<file path="src/rtl/ws2812_strip_driver.sv">
// WS2812 serial LED driver: streams LED_NUM pixel words through a one-entry
// holding buffer, emits timed high/low bit cells and ends each frame with a latch-low period.
module ws2812_strip_driver #(
   parameter int CLK_FRE   = 27_000_000,
   parameter int LED_NUM   = 8,
   parameter int BIT_WIDTH = 24,
   parameter int T1H_NS    = 850,
   parameter int T1L_NS    = 400,
   parameter int T0H_NS    = 400,
   parameter int T0L_NS    = 850,
   parameter int RESET_US  = 80
) (
   input  logic                 clk,
   input  logic                 rst_n,
   input  logic                 start,
   input  logic [BIT_WIDTH-1:0] pix_data,
   input  logic                 pix_valid,
   output logic                 pix_ready,
   output logic                 busy,
   output logic                 frame_done,
   output logic                 underrun,
   output logic                 WS2812
);

   function automatic int ns_to_cyc(input int ns);
      int c;
      c = ((CLK_FRE / 1_000_000) * ns) / 1000;
      return (c < 1) ? 1 : c;
   endfunction

   function automatic int max2(input int a, input int b);
      return (a > b) ? a : b;
   endfunction

   localparam int C1H      = ns_to_cyc(T1H_NS);
   localparam int C1L      = ns_to_cyc(T1L_NS);
   localparam int C0H      = ns_to_cyc(T0H_NS);
   localparam int C0L      = ns_to_cyc(T0L_NS);
   localparam int CRES_RAW = (CLK_FRE / 1_000_000) * RESET_US;
   localparam int CRES_CYC = (CRES_RAW < 1) ? 1 : CRES_RAW;
   localparam int MAX_CYC  = max2(max2(max2(C1H, C1L), max2(C0H, C0L)), CRES_CYC);
   localparam int CNT_W    = $clog2(MAX_CYC + 1);
   localparam int PIX_W    = $clog2(LED_NUM + 1);
   localparam int BIT_W    = (BIT_WIDTH > 1) ? $clog2(BIT_WIDTH) : 1;

   // Counters load with (cycles - 1) and run down to zero.
   localparam logic [CNT_W-1:0] K_1H    = CNT_W'(C1H - 1);
   localparam logic [CNT_W-1:0] K_1L    = CNT_W'(C1L - 1);
   localparam logic [CNT_W-1:0] K_0H    = CNT_W'(C0H - 1);
   localparam logic [CNT_W-1:0] K_0L    = CNT_W'(C0L - 1);
   localparam logic [CNT_W-1:0] K_RES   = CNT_W'(CRES_CYC - 1);
   localparam logic [CNT_W-1:0] K_ONE   = CNT_W'(1);
   localparam logic [PIX_W-1:0] LED_CNT = PIX_W'(LED_NUM);
   localparam logic [PIX_W-1:0] PIX_ONE = PIX_W'(1);
   localparam logic [BIT_W-1:0] LAST_BIT = BIT_W'(BIT_WIDTH - 1);
   localparam logic [BIT_W-1:0] BIT_ONE  = BIT_W'(1);

   function automatic logic [CNT_W-1:0] high_cnt(input logic b);
      return b ? K_1H : K_0H;
   endfunction

   function automatic logic [CNT_W-1:0] low_cnt(input logic b);
      return b ? K_1L : K_0L;
   endfunction

   typedef enum logic [2:0] {IDLE, FETCH, HIGH, LOW, LATCH} state_t;

   state_t               state;
   logic [CNT_W-1:0]     cnt;
   logic [BIT_W-1:0]     bit_idx;
   logic [PIX_W-1:0]     sent_cnt;
   logic [PIX_W-1:0]     acc_cnt;
   logic                 buf_full;
   logic                 abort;
   logic [BIT_WIDTH-1:0] buf_data;
   logic [BIT_WIDTH-1:0] shreg;
   logic [BIT_WIDTH-1:0] shreg_sh;

   logic             cnt_zero;
   logic             last_bit;
   logic             all_loaded;
   logic             bit_end;
   logic             pix_end;
   logic             load;
   logic             to_latch;
   logic             xfer;
   logic             buf_full_n;
   logic             active_n;
   logic [PIX_W-1:0] acc_n;

   assign shreg_sh   = shreg << 1;
   assign cnt_zero   = (cnt == '0);
   assign last_bit   = (bit_idx == LAST_BIT);
   assign all_loaded = (sent_cnt == LED_CNT);
   assign bit_end    = (state == LOW) & cnt_zero;
   assign pix_end    = bit_end & last_bit;
   assign load       = ((state == FETCH) & buf_full) | (pix_end & ~all_loaded & buf_full);
   assign to_latch   = pix_end & (all_loaded | ~buf_full);
   assign xfer       = pix_valid & pix_ready;
   assign buf_full_n = (buf_full & ~load) | xfer;
   assign acc_n      = acc_cnt + (xfer ? PIX_ONE : '0);
   // pix_ready is computed from next-cycle state so it never offers a full buffer.
   assign active_n   = ((state == IDLE) & start) |
                       (((state == FETCH) | (state == HIGH) | (state == LOW)) & ~to_latch);

   always_ff @(posedge clk) begin
      if (!rst_n) begin
         state      <= IDLE;
         cnt        <= '0;
         bit_idx    <= '0;
         sent_cnt   <= '0;
         acc_cnt    <= '0;
         buf_full   <= 1'b0;
         abort      <= 1'b0;
         busy       <= 1'b0;
         pix_ready  <= 1'b0;
         frame_done <= 1'b0;
         underrun   <= 1'b0;
         WS2812     <= 1'b0;
      end else begin
         frame_done <= 1'b0;
         underrun   <= 1'b0;
         acc_cnt    <= acc_n;
         buf_full   <= buf_full_n;
         pix_ready  <= active_n & ~buf_full_n & (acc_n < LED_CNT);
         if (load) sent_cnt <= sent_cnt + PIX_ONE;
         case (state)
            IDLE: begin
               WS2812 <= 1'b0;
               if (start) begin
                  state <= FETCH;
                  busy  <= 1'b1;
                  abort <= 1'b0;
               end
            end
            FETCH: begin
               WS2812 <= 1'b0;
               if (buf_full) begin
                  state   <= HIGH;
                  WS2812  <= 1'b1;
                  bit_idx <= '0;
                  cnt     <= high_cnt(buf_data[BIT_WIDTH-1]);
               end
            end
            HIGH: begin
               if (cnt_zero) begin
                  state  <= LOW;
                  WS2812 <= 1'b0;
                  cnt    <= low_cnt(shreg[BIT_WIDTH-1]);
               end else begin
                  cnt <= cnt - K_ONE;
               end
            end
            LOW: begin
               if (!cnt_zero) begin
                  cnt <= cnt - K_ONE;
               end else if (!last_bit) begin
                  state   <= HIGH;
                  WS2812  <= 1'b1;
                  bit_idx <= bit_idx + BIT_ONE;
                  cnt     <= high_cnt(shreg_sh[BIT_WIDTH-1]);
               end else if (to_latch) begin
                  state      <= LATCH;
                  cnt        <= K_RES;
                  underrun   <= ~all_loaded;
                  abort      <= ~all_loaded;
                  frame_done <= (CRES_CYC == 1) & all_loaded;
               end else begin
                  // Next pixel is waiting: start its first bit with no gap.
                  state   <= HIGH;
                  WS2812  <= 1'b1;
                  bit_idx <= '0;
                  cnt     <= high_cnt(buf_data[BIT_WIDTH-1]);
               end
            end
            LATCH: begin
               WS2812 <= 1'b0;
               if (cnt_zero) begin
                  state    <= IDLE;
                  busy     <= 1'b0;
                  sent_cnt <= '0;
                  acc_cnt  <= '0;
                  buf_full <= 1'b0;
               end else begin
                  cnt        <= cnt - K_ONE;
                  frame_done <= (cnt == K_ONE) & ~abort;
               end
            end
            default: begin
               state  <= IDLE;
               busy   <= 1'b0;
               WS2812 <= 1'b0;
            end
         endcase
      end
   end

   // Pixel data path: holding buffer and MSB-first shift register.
   always_ff @(posedge clk) begin
      if (xfer) buf_data <= pix_data;
      if (load) shreg <= buf_data;
      else if (bit_end && !last_bit) shreg <= shreg_sh;
   end

endmodule
</file>
<file path="config.mk">
export PLATFORM = sky130hd
export DESIGN_NAME = ws2812_strip_driver
export DESIGN_NICKNAME = d
export VERILOG_FILES = /design/src/rtl/ws2812_strip_driver.sv
export SDC_FILE = /design/constraint.sdc
export NUM_CORES = 1
export LEC_CHECK = 0
export BUFFER_PORTS_ARGS = -buffer_cell sky130_fd_sc_hd__buf_4
export CORE_MARGIN = 2
export CORE_UTILIZATION = 55
export DETAILED_ROUTE_END_ITERATION = 8
export GPL_TIMING_DRIVEN = 0
export PLACE_DENSITY = 0.74
export SLEW_MARGIN = 30
export SYNTH_ARGS = -nofsm -noshare
export SYNTH_HDL_FRONTEND = slang
export SYNTH_SLANG_ARGS = --single-unit
</file>
<file path="constraint.sdc">
create_clock -name clk -period 3.05 [get_ports clk]
set_input_delay 0.61 -clock clk [delete_from_list [all_inputs] [get_ports clk]]
set_output_delay 0.61 -clock clk [all_outputs]
set_load 0.03 [all_outputs]
</file>
== Word level (Yosys, flattened, before mapping) ==
Cells that the tools add are included.

* Reductions and logical operators: 17
* Equality and inequality tests: 16
* Muxes and demuxes: 46
* Order comparisons: 1
* Bitwise operators: 28
* $add $sub $neg: 4

{| class="wikitable"
|+ Operator list
! operator !! number
|-
| $mux W12 || 6
|-
| $mux W24 || 2
|-
| $pmux W12 S4 || 1
|-
| $mux W5 || 7
|-
| $mux W3 || 7
|-
| $mux W4 || 5
|-
| $ne A2 B2 Y1 const B || 8
|-
| $pmux W3 S5 || 1
|-
| $reduce_and A5 Y1 || 3
|-
| $and A1 B1 Y1 || 13
|-
| $mux W1 || 13
|-
| $eq A12 B1 Y1 const B || 1
|-
| $logic_not A12 Y1 || 1
|-
| $sub A12 B1 Y12 const B || 1
|-
| $pmux W5 S2 || 1
|-
| $not A1 Y1 || 9
|-
| $reduce_and A3 Y1 || 3
|-
| $eq A3 B2 Y1 const B || 2
|-
| $or A1 B1 Y1 || 6
|-
| $pmux W1 S3 || 2
|-
| $reduce_bool A2 Y1 || 3
|-
| $reduce_or A3 Y1 || 2
|-
| $add A5 B1 Y5 const B || 1
|-
| $eq A5 B5 Y1 const B || 1
|-
| other kinds (13) || 13
|}

* Flip-flop bits (word level): 83
* Input bits: 28
* Output and inout port bits: 5
* Logic and storage cells: 126

== Depth between registers and ports, before layout ==
* Word-level depth: 12
* Mapped depth: 9
* Depth with buffers taken out: 7

== Worst setup path before layout ==
Ideal clock, no wire load.

* Path type: in2reg
* Start point: input pix_valid
* End point: register pix_ready
* Stages on the path: 6
* Path slack: 0.855 ns
* Setup time: 0.096 ns
* Buffers on the path: 0
* Arrival time: 2.099 ns
* Cells stage by stage: and2_1 -> ha_1 -> nand3_1 -> xor2_1 -> nand3b_1 -> nor4b_1

* Word-level cells in the longest chain between the ends: 5
* Elaborated cells on any way between the ends: 8
* Classes of those cells: 1 x add/sub; 1 x order compare; 1 x mux; 5 x bitwise

{| class="wikitable"
|+ Ends and longest elaborated chain
! what !! RTL line !! text
|-
| start, declared || 17 || <nowiki>input logic pix_valid,</nowiki>
|-
| $and A1 B1 Y1 (*) || 99 || <nowiki>assign xfer = pix_valid & pix_ready;</nowiki>
|-
| $mux W1 or $or A1 B1 Y1 (tied branches) || 101, 100 ||
|-
| $add A4 B1 Y4 or $not A1 Y1 (tied branches) || 101, 125 ||
|-
| $lt A4 B4 Y1 or $and A1 B1 Y1 (tied branches) || 125 || <nowiki>pix_ready <= active_n & ~buf_full_n & (acc_n < LED_CNT);</nowiki>
|-
| $and A1 B1 Y1 (*) || 125 ||
|-
| end signal, assigned || 125 ||
|-
| end, declared || 18 || <nowiki>output logic pix_ready,</nowiki>
|}

Mark *: on every way between the ends. The rest lies on a longest branch, timed or not.
A chain may end at the register's enable or synchronous reset.

== Worst setup path after layout ==
* Start point: register cnt[0]
* End point: register shreg[7] (enable)

* Word-level cells in the longest chain between the ends: 7
* Elaborated cells on any way between the ends: 8
* Classes of those cells: 5 x bitwise; 3 x reduce/logical

{| class="wikitable"
|+ Ends and longest elaborated chain
! what !! RTL line !! text
|-
| start, declared || 69 || <nowiki>logic [CNT_W-1:0] cnt;</nowiki>
|-
| start signal, assigned || 142 || <nowiki>cnt <= high_cnt(buf_data[BIT_WIDTH-1]);</nowiki>
|-
| start signal, assigned || 149 || <nowiki>cnt <= low_cnt(shreg[BIT_WIDTH-1]);</nowiki>
|-
| start signal, assigned || 151 || <nowiki>cnt <= cnt - K_ONE;</nowiki>
|-
| $logic_not A12 Y1 (*) || 92 || <nowiki>assign cnt_zero = (cnt == '0);</nowiki>
|-
| $and A1 B1 Y1 (*) || 95 || <nowiki>assign bit_end = (state == LOW) & cnt_zero;</nowiki>
|-
| $and A1 B1 Y1 || 96 || <nowiki>assign pix_end = bit_end & last_bit;</nowiki>
|-
| $and A1 B1 Y1 (2 in a row) || 97 || <nowiki>assign load = ((state == FETCH) & buf_full) | (pix_end & ~all_loaded & buf_full);</nowiki>
|-
| $or A1 B1 Y1 || 97 ||
|-
| $reduce_bool A2 Y1 (no line) (*) || - ||
|-
| end signal, assigned || 201 || <nowiki>if (load) shreg <= buf_data;</nowiki>
|-
| end signal, assigned || 202 || <nowiki>else if (bit_end && !last_bit) shreg <= shreg_sh;</nowiki>
|-
| end, declared || 76 || <nowiki>logic [BIT_WIDTH-1:0] shreg;</nowiki>
|}

Marks and branches as above.

==> qor.log <==
qor: timing.postLayoutSetupSlackWorst 0.302 ns
qor: cells_and_area.final_design_area_no_fill 4320 µm²
qor: synth.synth.yosys.seq_area_share 57.1%
qor: power.worst_ir_drop_vdd 0.000363 V
qor: global_route.globalRouteOverflowTotal 0
qor: synth.cell_area_after_synthesis 3750 µm²
qor: timing.min_period_over_period 90.1%
qor: synth.synthesis.area_per_instance 11.8 µm²
qor: power.final_total_pwr 2.43 mW
qor: critical_path.required 2.89 ns
qor: placement.postPlaceCellArea 4100 µm²
qor: global_route.first_global_vias 2556
qor: timing.timing.clock.skew 0.00901 ns
qor: global_route.grt.busiest_layer met2
qor: synth.post_synth_num_cell_types 63
qor: route.detail_route.vias_per_cell 6.02
qor: floorplan.die_height 86.6 µm
qor: floorplan.floorplan.die_area 7500 µm²
qor: synth.compound_gate_fraction_of_synth_area 11.6%
qor: route.postRouteAntennaNets 0
qor: timing.max_slew.worst_pin.slew 0.845 ns
qor: clocking.cts.reportedPaths.clkPinSlew 0.08 ns
qor: global_route.globalRouteMet1Util 30.1%
qor: global_route.met3_usage 3.43%
qor: synth.synth.mux.area_fraction 7.73%
qor: route.dr_iter_0_viols 246
qor: clocking.cts.htree.levels 3
qor: route.routed_len_inst 16.2 µm
qor: critical_path.critical_path.endpoint_type register
qor: floorplan.core_area 6680 µm²
qor: synth.synth_cells 317
qor: timing.finalHoldWorstSlack 0.436 ns
qor: global_route.grt_max_degree 27
qor: min_path.min-delay-start pix_data[20]
qor: timing.fin_tns_setup 0 ns
qor: min_path.worstHoldPathCells 1
qor: critical_path.worst-r2r-cell-count 6
qor: synth.async_reset_ff_share 0%
qor: synth.postSynthNetCount 353
qor: critical_path.path_max_fanout 24
qor: cells_and_area.fillerInstances 525
qor: global_route.use_met2 32.0%
qor: global_route.globalRouteTotalUtil 21.0%
qor: cells_and_area.num_antenna_cells 0
qor: clocking.tritoncts built
qor: route.num_vias 2681
qor: global_route.wire_length_of_the_first_global_routing_pass 12.2 mm
qor: timing.timing.max_slew.rel_slack 43.4%
qor: run.max-cap-violations 0
qor: critical_path.r2r_setup_slack 0.30 ns
qor: route.route.detailed.drc 0
qor: run_status.status completed
qor: floorplan.num_io_pins 33
qor: clocking.cts_repair_resize_count 0
qor: timing.finalMaxSlewViolations 0
qor: power.powerDensity 564 nW/µm²
qor: floorplan.starting_density 56.2%
qor: synth.synth_enable_flop_cells 48
qor: placement.dpl_worst_slack 0.541 ns
qor: synth.synthXorXnorAreaFrac 1.87%
qor: synth.yosys.area_share.adder 2.67%
qor: synth.synth_ff_type sky130_fd_sc_hd__edfxtp_1
qor: clocking.clock_insertion_delay_worst_skew 0.34 ns
qor: cells_and_area.syn2layout_area_growth 15.0%
qor: route.drt_pre_antenna_iters 5
qor: global_route.initial_antenna_violation_count 0
qor: route.detail_route.wirelength 7.21 mm
qor: power.p_leak 1.58 nW
qor: cells_and_area.layout.cells.most_common_list 48 x sky130_fd_sc_hd__edfxtp_1, 35 x sky130_fd_sc_hd__dfxtp_1, 34 x sky130_fd_sc_hd__buf_4, 23 x sky130_fd_sc_hd__mux2_1, 22 x sky130_fd_sc_hd__nor2_1
qor: synth.post_synth_simple_gate_area 16.1%
qor: clocking.tritoncts.num_buffers 9
qor: synth.synth_top_family_by_area simple AND/OR/NAND/NOR gates
qor: clocking.clkSinkCount 83
qor: critical_path.timing.critical_path.arrival 2.59 ns
qor: timing.rsz0062_at_grt false
qor: placement.io_buffer_count 32
qor: timing.final-hold-violation-count 0
qor: critical_path.crit_start cnt[0]
qor: critical_path.timing.setup.critical_path_class reg -> reg
qor: critical_path.crit_path_start_kind register
qor: floorplan.fp.dieW 86.6 µm
qor: clocking.ctsHoldBuffers 0
qor: floorplan.rows 30
qor: clocking.clock_path_buffers 2
qor: min_path.hold_path.class in -> reg
qor: timing.timing.final.setup_violations 0
qor: placement.detailed_place_hpwl 5.04 mm
qor: clocking.post_cts.repair.setup_buffers 0
qor: timing.finalCriticalPeriod 2.75 ns
qor: clocking.root_buffer sky130_fd_sc_hd__clkbuf_8
qor: cells_and_area.nets 396
qor: synth.postSynthRegisterBits 83
qor: critical_path.r2r-start cnt[0]
qor: synth.ys.warnings.count 0
qor: cells_and_area.ratio_of_cells_with_drive_above_1_in_the_final_layout 18.1%
qor: placement.final_weighted_congestion_in_routability_driven_placement 0.872
qor: timing.fmax 364 MHz
qor: cells_and_area.final_common_cell sky130_fd_sc_hd__edfxtp_1
-- final cells by class --
type	count	area, µm²	share of cell area (%)
sequential	83	2140	49.6
multi-input combinational	210	1500	34.8
timing repair buffer	32	240	5.56
clock buffer	9	124	2.87
tap	80	100	2.32
clock inverter	7	98.8	2.29
buffer	14	73.8	1.71
inverter	10	37.5	0.869
-- Yosys cell counts, types with 2 or more instances --
library cell | count | area (µm²)
sky130_fd_sc_hd__o31ai_1 | 2 | 15.0
sky130_fd_sc_hd__or4b_1 | 2 | 20.0
sky130_fd_sc_hd__nor3b_1 | 2 | 15.0
sky130_fd_sc_hd__clkbuf_1 | 6 | 22.5
sky130_fd_sc_hd__o2111ai_1 | 2 | 17.5
sky130_fd_sc_hd__nand3_1 | 9 | 45.0
sky130_fd_sc_hd__or4_1 | 2 | 15.0
sky130_fd_sc_hd__dfxtp_1 | 35 | 701
sky130_fd_sc_hd__or3_1 | 6 | 37.5
sky130_fd_sc_hd__mux2i_1 | 2 | 20.0
sky130_fd_sc_hd__o21ai_1 | 7 | 35.0
sky130_fd_sc_hd__o211ai_1 | 3 | 22.5
sky130_fd_sc_hd__a31oi_1 | 5 | 31.3
sky130_fd_sc_hd__and3_1 | 2 | 12.5
sky130_fd_sc_hd__edfxtp_1 | 48 | 1440
sky130_fd_sc_hd__a22oi_1 | 2 | 15.0
sky130_fd_sc_hd__nor3_2 | 2 | 20.0
sky130_fd_sc_hd__nor3_1 | 7 | 35.0
sky130_fd_sc_hd__inv_1 | 10 | 37.5
sky130_fd_sc_hd__nor3b_2 | 2 | 25.0
sky130_fd_sc_hd__and2_1 | 5 | 31.3
sky130_fd_sc_hd__nand4_1 | 6 | 37.5
sky130_fd_sc_hd__mux2_1 | 23 | 259
sky130_fd_sc_hd__buf_4 | 2 | 15.0
sky130_fd_sc_hd__nor2b_1 | 3 | 18.8
sky130_fd_sc_hd__nand2_1 | 13 | 48.8
sky130_fd_sc_hd__nand3b_1 | 4 | 30.0
sky130_fd_sc_hd__nor4_1 | 2 | 12.5
sky130_fd_sc_hd__ha_1 | 8 | 100
sky130_fd_sc_hd__buf_2 | 5 | 25.0
sky130_fd_sc_hd__nor2_1 | 22 | 82.6
sky130_fd_sc_hd__nand2b_1 | 2 | 12.5
sky130_fd_sc_hd__a21oi_1 | 21 | 105
sky130_fd_sc_hd__o21ai_0 | 7 | 35.0
sky130_fd_sc_hd__xnor2_1 | 7 | 61.3
sky130_fd_sc_hd__nor4b_1 | 2 | 17.5
sky130_fd_sc_hd__a211oi_1 | 3 | 22.5
-- sequential cells by signal, summed over array words and instances (netlist names) --
| signal | cells |
|---|---|
| state | 3 |
| bit_idx | 5 |
| underrun | 1 |
| buf_data | 24 |
| frame_done | 1 |
| pix_ready | 1 |
| abort | 1 |
| busy | 1 |
| shreg | 24 |
| WS2812 | 1 |
| acc_cnt | 4 |
| buf_full | 1 |
| sent_cnt | 4 |
| cnt | 12 |
-- report_power, final --
group,switching [mW],internal (mW),leakage (nW),total (mW)
clock network,0.405,0.467,0.112,0.872
registers,0.0257,1.23,0.719,1.25
logic,0.187,0.119,0.751,0.307
-- final timing paths --
check / endpoint
max reg2reg: shreg[7]
min: buf_data[20]
max: shreg[7]
min reg2reg: busy
-- critical path, cell delays in order, from the launching register on --
cell	delay [ns]
sky130_fd_sc_hd__dfxtp_1	0.38
sky130_fd_sc_hd__inv_1	0.11
sky130_fd_sc_hd__ha_1	0.24
sky130_fd_sc_hd__nor3b_2	0.18
sky130_fd_sc_hd__and4_4	0.21
sky130_fd_sc_hd__a21oi_2	0.34
sky130_fd_sc_hd__clkinv_1	0.78
-- cells by family after synthesis --
kind of cell | Yosys count
and+or+nand+nor | 101
DFF | 83
AOI/OAI and AO/OA | 67
muxes | 26
buffers and inverters | 24
xor gates and xnor gates | 8
adders and majority gates | 8
-- per-layer routing --
metal / share of wire (%) / up-vias
met2: 45 / 109
met1: 47 / 1267
met4: 2.0 / 0
met5: 0 / -
li1: - / 1293
met3: 5.9 / 12
-- per-stage QoR --
stage                     cells  utilization (%)
after global routing        445             64.6
after floorplan             317                -
after global placement      429             61.3
after CTS                   445             64.6
final                       445             64.6
after detailed placement    429             61.3
(Power assumes the default switching activity.)
